<file path="src/rtl/rf_bist.sv">
// Register-file BIST: writes a/~a patterns to all 32 registers, reads both ports back, reports the first mismatch.
// Latency: start is registered, WRITE begins one cycle later; a clean run is 128 busy cycles then DONE.
// Backpressure: none; start is ignored while busy and results hold in DONE until the next accepted start.
module rf_bist (
  input  logic        CLK,
  input  logic        nRST,
  input  logic        start,
  output logic        busy,
  output logic        done,
  output logic        pass,
  output logic [4:0]  fail_addr,
  output logic        WEN,
  output logic [4:0]  wsel,
  output logic [31:0] wdat,
  output logic [4:0]  rsel1,
  output logic [4:0]  rsel2,
  input  logic [31:0] rdat1,
  input  logic [31:0] rdat2
);

  typedef enum logic [1:0] {IDLE, WRITE, READ, DONE} state_t;

  state_t      state_q, state_d;
  logic [4:0]  cnt_q, cnt_d;
  logic        ph_q, ph_d;
  logic        start_q, start_d;
  logic        pass_q, pass_d;
  logic [4:0]  fail_addr_q, fail_addr_d;

  logic [4:0]  idx2;
  logic        mis1, mis2;

  function automatic logic [31:0] pat(input logic [4:0] a, input logic p);
    logic [31:0] v;
    v = 32'hA5A5_0000 | {27'd0, a};
    return p ? ~v : v;
  endfunction

  // Register 0 is hardwired to zero, so it must read back 0 whatever was written.
  function automatic logic [31:0] exp_val(input logic [4:0] a, input logic p);
    return (a == 5'd0) ? 32'd0 : pat(a, p);
  endfunction

  assign idx2 = 5'd31 - cnt_q;
  assign mis1 = (rdat1 != exp_val(cnt_q, ph_q));
  assign mis2 = (rdat2 != exp_val(idx2, ph_q));

  // Next-state logic: start capture, sequencing through both phases, mismatch capture.
  always_comb begin
    state_d     = state_q;
    cnt_d       = cnt_q;
    ph_d        = ph_q;
    pass_d      = pass_q;
    fail_addr_d = fail_addr_q;
    // Only a start seen while idle or done can launch a run; starts during a run are dropped.
    start_d     = start && ((state_q == IDLE) || (state_q == DONE));
    case (state_q)
      IDLE, DONE: begin
        if (start_q) begin
          state_d     = WRITE;
          cnt_d       = 5'd0;
          ph_d        = 1'b0;
          pass_d      = 1'b0;
          fail_addr_d = 5'd0;
        end
      end
      WRITE: begin
        cnt_d = cnt_q + 5'd1;
        if (cnt_q == 5'd31) begin
          state_d = READ;
        end
      end
      READ: begin
        if (mis1 || mis2) begin
          state_d     = DONE;
          cnt_d       = 5'd0;
          pass_d      = 1'b0;
          fail_addr_d = mis1 ? cnt_q : idx2;
        end else begin
          cnt_d = cnt_q + 5'd1;
          if (cnt_q == 5'd31) begin
            if (!ph_q) begin
              state_d = WRITE;
              ph_d    = 1'b1;
            end else begin
              state_d     = DONE;
              pass_d      = 1'b1;
              fail_addr_d = 5'd0;
            end
          end
        end
      end
      default: state_d = IDLE;
    endcase
  end

  // State registers with asynchronous active-low reset.
  always_ff @(posedge CLK or negedge nRST) begin
    if (!nRST) begin
      state_q     <= IDLE;
      cnt_q       <= 5'd0;
      ph_q        <= 1'b0;
      start_q     <= 1'b0;
      pass_q      <= 1'b0;
      fail_addr_q <= 5'd0;
    end else begin
      state_q     <= state_d;
      cnt_q       <= cnt_d;
      ph_q        <= ph_d;
      start_q     <= start_d;
      pass_q      <= pass_d;
      fail_addr_q <= fail_addr_d;
    end
  end

  // Outputs decoded purely from registered state so they are glitch-free and zero outside their state.
  always_comb begin
    busy      = (state_q == WRITE) || (state_q == READ);
    done      = (state_q == DONE);
    pass      = (state_q == DONE) && pass_q;
    fail_addr = (state_q == DONE) ? fail_addr_q : 5'd0;
    WEN       = (state_q == WRITE);
    wsel      = (state_q == WRITE) ? cnt_q : 5'd0;
    wdat      = (state_q == WRITE) ? pat(cnt_q, ph_q) : 32'd0;
    rsel1     = (state_q == READ) ? cnt_q : 5'd0;
    rsel2     = (state_q == READ) ? idx2 : 5'd0;
  end

endmodule

</file>
<file path="config.mk">
export PLATFORM = sky130hd
export DESIGN_NAME = rf_bist
export DESIGN_NICKNAME = d
export VERILOG_FILES = /design/src/rtl/rf_bist.sv
export SDC_FILE = /design/constraint.sdc
export NUM_CORES = 1
export LEC_CHECK = 0
export ABC_AREA = 1
export BUFFER_PORTS_ARGS = -buffer_cell sky130_fd_sc_hd__buf_2
export CORE_MARGIN = 2
export CORE_UTILIZATION = 41
export CTS_BUF_LIST = sky130_fd_sc_hd__clkbuf_16
export CTS_CLUSTER_SIZE = 12
export DETAILED_ROUTE_END_ITERATION = 7
export GPL_ROUTABILITY_DRIVEN = 0
export PLACE_DENSITY = 0.81
export SLEW_MARGIN = 20
export SYNTH_ARGS = -nofsm -noshare
export SYNTH_HDL_FRONTEND = slang
export SYNTH_SLANG_ARGS = --single-unit
</file>
<file path="constraint.sdc">
create_clock -name CLK -period 2.4 [get_ports CLK]
set_clock_uncertainty 0.2 [all_clocks]
set_input_delay 0.12 -clock CLK [delete_from_list [all_inputs] [get_ports CLK]]
set_output_delay 0.12 -clock CLK [all_outputs]
set_load 0.05 [all_outputs]
</file>
==> impl_summary.md, run 1 <==
Outcome
The run finished with clean final reports.

Final layout
At the end of the flow, the number of nets in the layout was 579. In the final layout, the share of cells above drive strength 1 is 38.2%. Summing all non-filler instances in the final layout gives an area of 0.00310 mm2. For this run, the number of standard cells in the final layout without fillers is 573. Cells fill 59.9% of the core in the end. 0 antenna diodes ended up in the layout. Compared with the post-synthesis result, the final layout area differs by 38.6%.

Timing
Based on the critical path, the design can be clocked at up to 422 MHz. The minimum clock period after layout is 2370 ps. The final hold violation count is 0. The relative slew slack is 76.7%. Setup violations remaining at the end of the flow were counted as 0.

For the pin with the worst max-slew slack, the measured transition is 350 ps. Setup repair after global routing could not meet its margin everywhere. The final period utilization is 98.8%. The final total negative setup slack is 0 ps. The number of pins with negative max-slew slack in the final report is 0.

Synth
Synthesis inferred 15 register bits. In the synthesized netlist, the number of instances is 385. After synthesis, the mean cell area works out to 5.81 um2. The number of warnings reported in the yosys synthesis log is 0. The sequential area share after synthesis is 16.8%. Counting every net in the synthesized netlist gives 460.

The cell area that synthesis handed to floorplanning was 0.00224 mm2. The unique cell type count in the Yosys netlist is 32.

Routing
The first routing iteration left 192 violations. The remaining design rule violation count is 0. The number of vias per cell after detailed routing is 4.74. Summed over all layers, the routed wires come to 6250 um.

The number of vias in the routed layout is 2714. Dividing the detail-routed wire length by the instance count gives 10.9 um. The first TritonRoute pass finished after 5 iterations. Once detail routing completed, the nets flagged for antenna violations numbered 0.

Pwr
The switching part of the total power is 62.3%. The design draws 3.22 mW. The clock power share is 10.1%. The power spent charging and discharging nets is 2.00 mW. Registers are responsible for 10.9% of the overall power. In this run the power density over the cells is 1040 mW/mm2. The part of the total power dissipated in combinational logic is 79.0%.

Across the VDD grid, the largest voltage drop is 0.634 mV. The design internal power is 1.21 mW. The total leakage power is 1.97 nW.

Critical path
STA classifies the critical path endpoint as a register. The most numerous cell type found on the critical path is nand2_1. For the worst flop-to-flop path, the logic depth is 17. The worst endpoint data arrival time is 2300 ps. The total buffers and inverters traversed by the critical path is 4. Walking the worst path, the cells encountered are buf_4 > inv_2 > ha_4 > inv_2 > nor2_4 > nand2_4 > nand2_2 > nand2_1 > nand2_1 > a21oi_2 > nand2_2 > nor2_8 > nand3_1 > nand3_2 > buf_12 > o21bai_1 > nand2_1. In this design, the stage delay of the slowest critical-path cell is 380 ps. The largest individual stage delay along the critical path comes from the cell dfrtp_1.

STA classifies the critical path startpoint as a register. Broken down by cell family, the worst path's largest delay share belongs to simple AND/OR/NAND/NOR gates. The worst-path maximum fanout is 8. Counting buffers and inverters, the worst setup path is 17 cells deep.

Data on the critical path is required at its endpoint by 2330 ps. The start-to-end type of the worst setup path is reg2reg.

Place
Once detailed placement completed, the half-perimeter wirelength came to 5060 um. The number of cells after detailed placement is 564. In this run the cell area measured after placement is 0.00290 mm2. The number of I/O port buffers is 122.

CTS
The CTS tree is built. The number of H-tree levels is 1. The clock root buffer master is clkbuf_16.

The CTS sink count is 15. Clock-pin slew was measured on the worst setup and hold paths at 50 ps. The clock passes through at most 2 buffers. The latest clock arrival within the worst-skew pair is 240 ps. The number of buffers created by CTS is 3.

Floorplan
From left edge to right edge, the die measures 77.8 um. The die area is 0.00606 mm2. The floorplan die height is 77.8 um. The core region is 0.00517 mm2.

In this run the count of I/O pins placed on the die edge is 123. The floorplan row count is 26. The initial utilization of the core area, before any placement, comes to 43.2%.

Global route
The via count of the first global-routing pass is 2587. The initial antenna violation count is 0. Entering global routing, the biggest net connects 20 pins. The first global-routing pass estimated 10900 um of wire. The total routing resource utilization after global routing is 21.3%. Global routing finished with a remaining overflow of 0.

Run
The number of violations of the max-capacitance limit is 0.

Hold path
The path class of the tightest hold or removal check is in2async.
==> registers in the layout (all words and copies together), names as in the netlist <==
signal       flops
ph_q             1
pass_q           1
fail_addr_q      5
cnt_q            5
start_q          1
state_q          2
==> worst register-to-register path, delay by kind of cell (launching register included) <==
kind,cells,cell delay [ps]
AO/OA/AOI/OAI,2,170
AND/OR/NAND/NOR,10,990
flip-flops,1,380
buffers and inverters,4,410
adder cells (fa/ha/maj),1,120
==> routing by layer <==
metal	vias to the layer above	part of all wire, %	global-route usage, %
li1	1395	-	-
met4	0	1.2	2.86
met1	1198	41	24.5
met3	7	7.4	3.26
met5	-	0	0
met2	114	51	41.7
==> cell families (layout without fill, tap and decap cells) <==
family,Yosys count,in the layout,synth area share [%]
buf+inv,89,206,20.6
compound gates,22,22,5.99
fa+ha+maj,8,8,4.48
xor+xnor,5,5,1.96
simple gates,246,247,50.2
flops,15,15,16.8
==> power groups by stage <==
| stage | Clock, mW | Combinational [mW] | Sequential, mW |
|---|---|---|---|
| 3_5_place_dp | 0 | 2.44 | 0.353 |
| 2_1_floorplan | 0 | 1.98 | 0.348 |
| 4_1_cts | 0.329 | 2.52 | 0.350 |
| 6_report | 0.325 | 2.54 | 0.349 |
| 3_3_place_gp | 0 | 2.39 | 0.350 |
| 5_1_grt | 0.340 | 2.73 | 0.356 |
==> cell type report <==
| cell class | count | area, um2 |
|---|---|---|
| fillers | 462 | 2070 |
| well taps | 70 | 87.6 |
| clock buffers | 3 | 75.1 |
| clock inverters | 1 | 5.00 |
| repair buffers | 146 | 825 |
| multi-input cells | 282 | 1510 |
| inverters | 56 | 216 |
| flip-flops and latches | 15 | 375 |
==> synth_stat cells <==
cell type | n | area [um2]
nand2_1 | 138 | 518
inv_1 | 53 | 199
nor2_1 | 48 | 180
buf_4 | 27 | 203
nand3_1 | 18 | 90.1
dfrtp_1 | 15 | 375
nand4_1 | 11 | 68.8
o21ai_0 | 9 | 45.0
ha_1 | 8 | 100
nand3b_1 | 8 | 60.1
o21bai_1 | 7 | 52.6
nor2_2 | 5 | 31.3
xor2_1 | 5 | 43.8
nor3_1 | 4 | 20.0
buf_6 | 3 | 33.8
nand2_2 | 3 | 18.8
a21oi_1 | 2 | 10.0
buf_2 | 2 | 10.0
clkinv_1 | 2 | 7.51
nand3_2 | 2 | 20.0
nor2_4 | 2 | 22.5
nor2_8 | 2 | 40.0
o21ai_1 | 2 | 10.0
a21oi_2 | 1 | 8.76
and3_1 | 1 | 6.26
clkbuf_1 | 1 | 3.75
inv_2 | 1 | 3.75
nand2_4 | 1 | 11.3
nand3_4 | 1 | 17.5
nand3b_2 | 1 | 11.3
o31ai_1 | 1 | 7.51
or2_2 | 1 | 6.26
==> metrics by stage <==
step                worst slack [ps]  hold slack (ps)
floorplan                      -23.5             -376
global placement               -19.1             -162
detailed placement              -141             -156
CTS                             1.69              120
global route                    -132              181
finish                          27.8              131
==> worst paths after layout <==
kind,slack [ps],end,startpoint
max,30,fail_addr_q[4],cnt_q[1]
min,130,fail_addr_q[2],nRST
max reg2reg,30,fail_addr_q[4],cnt_q[1]
min reg2reg,390,state_q[0],state_q[0]
max in group asynchronous,1610,cnt_q[4],nRST
min in group CLK,350,pass_q,rdat1[1]
==> placed cells by master, fill, tap and decap left out, types with 3 or more instances in the layout <==
| cell | n |
|---|---|
| nand2_1 | 132 |
| nand3_1 | 15 |
| nor2_1 | 45 |
| dfrtp_1 | 15 |
| clkbuf_16 | 3 |
| inv_2 | 5 |
| ha_1 | 5 |
| nand2_4 | 3 |
| buf_4 | 19 |
| nand3b_1 | 8 |
| o21ai_0 | 9 |
| nand2_2 | 8 |
| nor3_1 | 3 |
| inv_1 | 47 |
| nand4_1 | 11 |
| buf_2 | 122 |
| nand3_2 | 5 |
| nor2_2 | 4 |
| xor2_1 | 4 |
| nor2_4 | 6 |
| o21bai_1 | 7 |
==> repair_timing <==
action                     CTS  global route
gates resized for setup     18             3
hold buffers                 2             0
hold endpoints to repair    16             0
cloned                       1             0
pin swaps                   18             2
buffers inserted             2             0
setup endpoints to repair   14            14
Power figures use the tool's default switching activity.
==> inputs of run 2 (changes only) <==
- ABC_AREA: 1 -> not set
==> impl_summary.md, run 2 <==
Outcome
The flow ran to the end, but the final reports show violations. The checks that failed: setup timing.

Pwr
The worst vdd rail ir drop is 0.547 mV (-14%). The sum of internal, switching and leakage power is 2.55 mW (-21%). The total leakage power is 1.69 nW (-14%).

The power density over cell area is 735 mW/mm2 (-29%).

Global route
The via count of the first global-routing pass is 2667 (+3.1%). The maximum number of pins on one net before global-route repair came to 20 (unchanged). The wire length of the first global-routing pass is 11900 um (+9.4%). The total routing resource utilization after global routing is 23.6% (+2.3 points). The final global-route overflow total came to 0 (unchanged). The initial antenna violation count is 0 (unchanged).

Critical path
The master of the slowest instance on the critical path is or4_4. The slack of the worst reg-to-reg path came to -940 ps (-970 ps). The largest incremental delay on the critical path is 540 ps (+160 ps). The number of stages on the worst setup path is 10 (-7).

The total buffers and inverters traversed by the critical path is 0 (-4). The worst setup path is captured at a register. The worst path required time is 2330 ps (about the same). The worst-path maximum fanout is 3 (-5).

The type of element launching the critical path is a register. The endpoint of the worst-slack reg-to-reg timing path is state_q[1]. On the critical path the largest part of the delay comes from simple AND/OR/NAND/NOR gates. Following the worst setup path forward leads to its endpoint at state_q[1].

The start-to-end type of the worst setup path is reg2reg. Traced cell by cell, the critical path runs through ha_2 > and3_4 > ha_4 > nor2_2 > o41a_1 > or4_4 > nor4b_4 > and4b_4 > mux2_1 > a221o_1. The worst endpoint data arrival time is 3270 ps (+970 ps). The launch point of the critical path is cnt_q[1]. The startpoint of the worst register-to-register path is cnt_q[1].

The worst reg-to-reg path cell count is 10 (-7).

Final layout
The antenna diode instance count came to 0 (unchanged). The share of post-route cells with drive strength above 1 is 53.3% (+15 points). The library cells used most frequently in the layout, excluding fill and tap cells, are 122 x buf_2, 72 x buf_4, 17 x nor2_1, 15 x dfrtp_1, 14 x and2_1. The largest registers in the layout are cnt_q (5), fail_addr_q (5), state_q (2). Relative to the synthesized area, the layout overhead comes to 55.3%. Leaving out fill and tap cells, the most frequent cell in the layout is buf_2.

The number of nets in the finished design came to 521 (-10%).

CTS
The latest clock arrival within the worst-skew pair was 250 ps (about the same). The clock root buffer master is clkbuf_16. The clock transition at the registers of the reported paths is 50 ps (about the same).

The CTS tree is built. The number of buffers created by CTS is 3 (unchanged). The CTS sink count is 15 (unchanged). The deepest clock path buffer count was 2 (unchanged). The number of H-tree levels was 1 (unchanged).

Synth
For this run, the leading register cell type out of synthesis is dfrtp_1. The synthesized net count is 361 (-22%). By area the synthesized netlist is led by dfrtp_1 17%, buf_4 8.4%, xnor2_1 4.7%, ha_1 4.5%, and2_1 3.9%.

The count of flip-flops with a built-in enable after synthesis is 0 (unchanged). The number of warnings reported in the yosys synthesis log is 0 (unchanged). The cell with the most instances after synthesis is buf_4. The post-synthesis instance area is 0.00224 mm2 (about the same).

The register bit count reported by yosys is 15 (unchanged). The instance count of the mapped netlist is 286 (-26%). The average cell area after synthesis is 7.82 um2 (+35%). The sequential area share after synthesis came to 16.8% (about the same). The top cell type's share of synthesized area came to 16.8% (-6.4 points). The cell taking the most area after synthesis is dfrtp_1. The proportion of register bits with asynchronous set or reset after synthesis is 100% (unchanged). The unique cell type count in the Yosys netlist is 61 (+91%). The commonest cells after synthesis are 25 x buf_4, 20 x nor2_1, 15 x dfrtp_1.

Floorplan
The number of top-level design ports came to 123 (unchanged). The floorplan die height is 77.9 um (about the same). The starting utilization of the core area is 43.3% (about the same).

The floorplan row count is 26 (unchanged). The core area is 0.00517 mm2 (unchanged). The die area was 0.00606 mm2 (about the same). The horizontal die dimension came to 77.9 um (about the same).

Timing
The number of pins with negative max-slew slack in the final report was 0 (unchanged). The maximum clock rate came to 300 MHz (-29%). The final hold violation count came to 0 (unchanged). The slew at the pin with the worst max-slew slack was 624 ps (+275 ps). The final total negative setup slack is -10960 ps (-10960 ps).

Setup repair after global routing could not meet its margin everywhere. The count of endpoints failing setup in the final report is 14 (+14). The relative slew slack came to 58.0% (-19 points). The final period utilization is 139% (+40 points).

The worst-case setup margin in the final layout came to -938 ps (-966 ps). The minimum clock period after layout was 3340 ps (+966 ps). The worst hold slack is 101 ps (-30.4 ps).

Place
The number of I/O port buffers is 122 (unchanged). The detailed-placement wirelength estimate is 5820 um (+15%). The worst slack at placement is -942 ps (-801 ps).

Routing
The number of vias per cell after detailed routing is 5.56 (+17%). The antenna violation net count after detailed routing is 0 (unchanged). The total routed wire length on the met1 layer came to 3120 um (+22%). The remaining design rule violation count was 0 (unchanged). The first-pass iteration count of the detailed router is 5 (unchanged). The number of vias in the routed layout is 2864 (+5.5%). The mean routed wirelength per cell was 15.4 um (+41%). After detailed routing, no signal wire sits above met4. The sum of routed wire length over all layers was 7940 um (+27%).

The detailed route wirelength on metal3 came to 531 um (+15%). The met2 routed wirelength was 4130 um (+30%). The starting DRC count in detailed routing came to 268 (+40%).

Hold path
The class of the tightest hold or removal check is in2async.

Run
The number of violations of the max-capacitance limit is 0 (unchanged).
==> run 2: repair_timing <==
| item | 4_1_cts | 5_1_grt |
|---|---|---|
| gates cloned | 0 | 1 |
| endpoints found under the setup margin | 14 | 33 |
| endpoints found under the hold margin | 16 | 0 |
| hold buffers | 2 | 0 |
| setup buffers | 4 | 10 |
| pin swaps | 2 | 2 |
| resized for setup | 8 | 6 |
==> run 2: logic make-up (layout without fill, tap and decap cells) <==
| logic type | after synthesis | in the layout | share of synthesized area (%) |
|---|---|---|---|
| mux | 7 | 7 | 3.19 |
| flops | 15 | 15 | 16.8 |
| buf+inv | 56 | 214 | 14.6 |
| compound gates | 54 | 54 | 20.0 |
| xor+xnor | 12 | 12 | 4.70 |
| fa+ha+maj | 8 | 8 | 4.47 |
| simple gates | 134 | 135 | 36.3 |
==> run 2: layout make-up <==
type                    count  area [um2]
fillers                   425        1700
multi-input cells         216        1700
repair buffers            197        1180
flip-flops and latches     15         375
well taps                  70        87.6
clock buffers               3        75.1
inverters                  13        52.6
clock inverters             1        3.75
==> run 2: worst min-delay path by stage <==
stage	startpoint	endpoint	slack [ps]	cells past startpoint
final	nRST	fail_addr_q[1]	100	2
after floorplan	nRST	cnt_q[0]	-380	0
after detailed placement	nRST	fail_addr_q[1]	-160	1
after CTS	nRST	fail_addr_q[3]	110	2
after global placement	nRST	fail_addr_q[1]	-160	1
after global routing	nRST	state_q[0]	150	2
==> run 2: worst register-to-register path, delay by kind of cell (launching register included) <==
kind	cells	cell delay, ps
multiplexers	1	330
adder cells (fa/ha/maj)	2	340
AO/OA/AOI/OAI	2	690
AND/OR/NAND/NOR	5	1270
flip-flops	1	380
==> run 2: metal layers <==
layer,vias to the layer above,GRT usage [%]
li1,1367,-
met1,1318,28.4
met2,153,44.4
met3,26,2.21
met4,0,6.25
met5,-,0
==> run 2: power breakdown <==
part | switching (mW) | total [mW] | internal [mW]
clock network | 0.104 | 0.325 | 0.221
logic | 1.17 | 1.89 | 0.723
registers | 0.0449 | 0.334 | 0.289
==> run 2: per-stage QoR <==
step | instances | area, um2 | utilization [%]
final | 515 | 3470 | 67.2
after global routing | 515 | 3470 | 67.2
after CTS | 504 | 3360 | 65.0
after detailed placement | 494 | 3190 | 61.7
after global placement | 494 | 3190 | 61.7
after floorplan | 286 | 2360 | -
==> inputs of run 3 (changes only) <==
- ABC_AREA: not set -> 1
- REMOVE_ABC_BUFFERS: not set -> 1
==> impl_summary.md, run 3 (synthesis gave the netlist of run 1 again) <==
Timing
The relative slew slack is 74.5% (+16 points). The slew at the pin with the worst max-slew slack was 383 ps (-241 ps). Setup repair after global routing could not meet its margin everywhere. The count of endpoints failing setup in the final report is 6 (-8). The number of pins with negative max-slew slack in the final report is 0 (unchanged). The final total negative setup slack is -111 ps (+10850 ps). The final hold violation count is 0 (unchanged). The final period utilization is 101% (-38 points).

The minimum clock period after layout is 2430 ps (-907 ps). The worst hold slack is 121 ps (+20.7 ps). The worst-case setup margin in the final layout was -31.1 ps (+907 ps).

The maximum clock rate was 411 MHz (+37%).

Routing
The sum of routed wire length over all layers is 6590 um (-17%). The remaining design rule violation count is 0 (unchanged). The number of vias in the routed layout is 2727 (-4.8%). The starting DRC count in detailed routing is 133 (-50%). The first-pass iteration count of the detailed router is 4 (-1). The mean routed wirelength per cell came to 11.4 um (-26%).

The antenna violation net count after detailed routing is 0 (unchanged). The number of vias per cell after detailed routing was 4.73 (-15%).

CTS
The CTS sink count is 15 (unchanged). The clock transition at the registers of the reported paths is 50 ps (about the same). The deepest clock path buffer count is 2 (unchanged). The number of buffers created by CTS was 3 (unchanged). TritonCTS built the clock tree. The latest clock arrival within the worst-skew pair is 250 ps (about the same). The number of H-tree levels was 1 (unchanged). The cell sitting at the root of the clock tree is a clkbuf_16.

Floorplan
The number of top-level design ports is 123 (unchanged). The starting utilization of the core area is 43.2% (about the same). The floorplan row count is 26 (unchanged).

The horizontal die dimension is 77.8 um (about the same). The core area is 0.00517 mm2 (unchanged). The die area came to 0.00606 mm2 (about the same).

The floorplan die height came to 77.8 um (about the same).

Pwr
The sum of internal, switching and leakage power came to 3.28 mW (+29%). The power density over cell area is 1030 mW/mm2 (+41%). The total leakage power is 2.00 nW (+18%). The worst vdd rail ir drop is 0.889 mV (+63%).

Place
The detailed-placement wirelength estimate is 4990 um (-14%). The post-detailed-placement cell area is 0.00284 mm2 (-11%). The number of I/O port buffers is 122 (unchanged). The number of cells after detailed placement is 562 (+14%). The worst slack at placement is -122 ps (+819 ps).

Final layout
The share of the core filled with cells was 61.4% (-5.7 points). The number of nets in the finished design is 582 (+12%). The final cell count without fillers is 576 (+12%). Relative to the synthesized area, the layout overhead comes to 42.1%.

The finished layout cell area was 0.00318 mm2 (-8.5%). The antenna diode instance count is 0 (unchanged). The most common cell after layout, fill and taps aside is nand2_1. The share of post-route cells with drive strength above 1 came to 39.1% (-14 points). The largest registers in the layout are cnt_q (5), fail_addr_q (5), state_q (2). The library cells used most frequently in the layout, excluding fill and tap cells, are 131 x nand2_1, 122 x buf_2, 48 x inv_1, 45 x nor2_1, 19 x buf_4.

Critical path
STA classifies the critical path endpoint as a register. The worst endpoint data arrival time came to 2420 ps (-850 ps). The worst register-to-register path ends at pass_q. The worst-path maximum fanout came to 6 (+3). The slack of the worst reg-to-reg path is -30 ps (+910 ps). Walking the worst path, the cells encountered are ha_2 > nand2_2 > nor2_4 > ha_4 > inv_4 > nand2_4 > buf_4 > nand4_1 > nand2_1 > nand3_2 > nor2_4 > nand3_4 > nor2_8 > buf_12 > o21bai_1 > nand2_1. The largest incremental delay on the critical path is 370 ps (-170 ps). The largest individual stage delay along the critical path comes from the cell dfrtp_1. The worst setup path is launched from a register. The worst reg-to-reg path cell count is 16 (+6). The worst register-to-register path begins at cnt_q[0]. The start-to-end type of the worst setup path is reg2reg. The worst path required time is 2380 ps (+50 ps).

The total buffers and inverters traversed by the critical path is 3 (+3). The family of cells with the greatest summed delay on the critical path is simple AND/OR/NAND/NOR gates.

Hold path
The class of the tightest hold or removal check is in2async.

Global route
The final global-route overflow total came to 0 (unchanged). The via count of the first global-routing pass is 2536 (-4.9%). The initial antenna violation count came to 0 (unchanged). The maximum number of pins on one net before global-route repair is 20 (unchanged). The wire length of the first global-routing pass is 10900 um (-8.6%).

The total routing resource utilization after global routing is 21.7% (-1.9 points).

Outcome
The flow ran to the end, but the final reports show violations. The checks that failed: setup timing.

Run
The number of violations of the max-capacitance limit is 0 (unchanged).
==> run 3: cell count changes in the layout (fill, tap and decap cells not counted), moves of 8 or more <==
cell      change
and2_1       -14
nor2_1       +28
xnor2_1      -12
buf_4        -53
nor2b_1      -11
nand2b_1      -8
inv_1        +36
nor4_1        -9
nand2_1     +124
==> run 3: worst reg2reg max path, stage by stage (launching register included) <==
cell,delay [ps]
dfrtp_1,370
ha_2,190
nand2_2,70
nor2_4,130
ha_4,190
inv_4,60
nand2_4,60
buf_4,110
nand4_1,80
nand2_1,90
nand3_2,90
nor2_4,180
nand3_4,140
nor2_8,140
buf_12,120
o21bai_1,60
nand2_1,70
==> run 3: repair_timing <==
item	4_1_cts	5_1_grt
resized for setup	27	20
pin swaps	28	23
setup endpoints to repair	14	14
buffers inserted	5	2
cloned	1	0
hold endpoints to repair	16	0
hold buffers	2	0
==> run 3: layer usage <==
layer / track usage (%) / routed length, um / vias to the layer above
met5: 0 / 0 / -
met4: 7.14 / 73 / 0
met3: 3.72 / 498 / 8
met2: 39.3 / 3260 / 114
met1: 25.8 / 2760 / 1205
li1: - / - / 1400
==> run 3: how the worst max path moves through the flow <==
stage	from	end	cells after the start
floorplan	state_q[1]	wdat[10]	4
global placement	cnt_q[0]	fail_addr_q[0]	17
detailed placement	cnt_q[0]	pass_q	17
CTS	cnt_q[1]	fail_addr_q[4]	16
global route	cnt_q[1]	fail_addr_q[0]	17
finish	cnt_q[0]	pass_q	16
==> run 3: final cells by class <==
class	instances	area, um2
Clock buffer	3	75.1
Clock inverter	1	5.00
Fill cell	463	1990
Inverter	56	223
Multi-Input combinational cell	282	1550
Sequential cell	15	375
Tap cell	70	87.6
Timing Repair Buffer	149	867
==> run 3: power by group <==
| part | switching (mW) | internal, mW | total [mW] |
|---|---|---|---|
| registers | 0.0561 | 0.303 | 0.359 |
| clock network | 0.107 | 0.223 | 0.329 |
| logic | 1.87 | 0.721 | 2.60 |
| total | 2.04 | 1.25 | 3.28 |
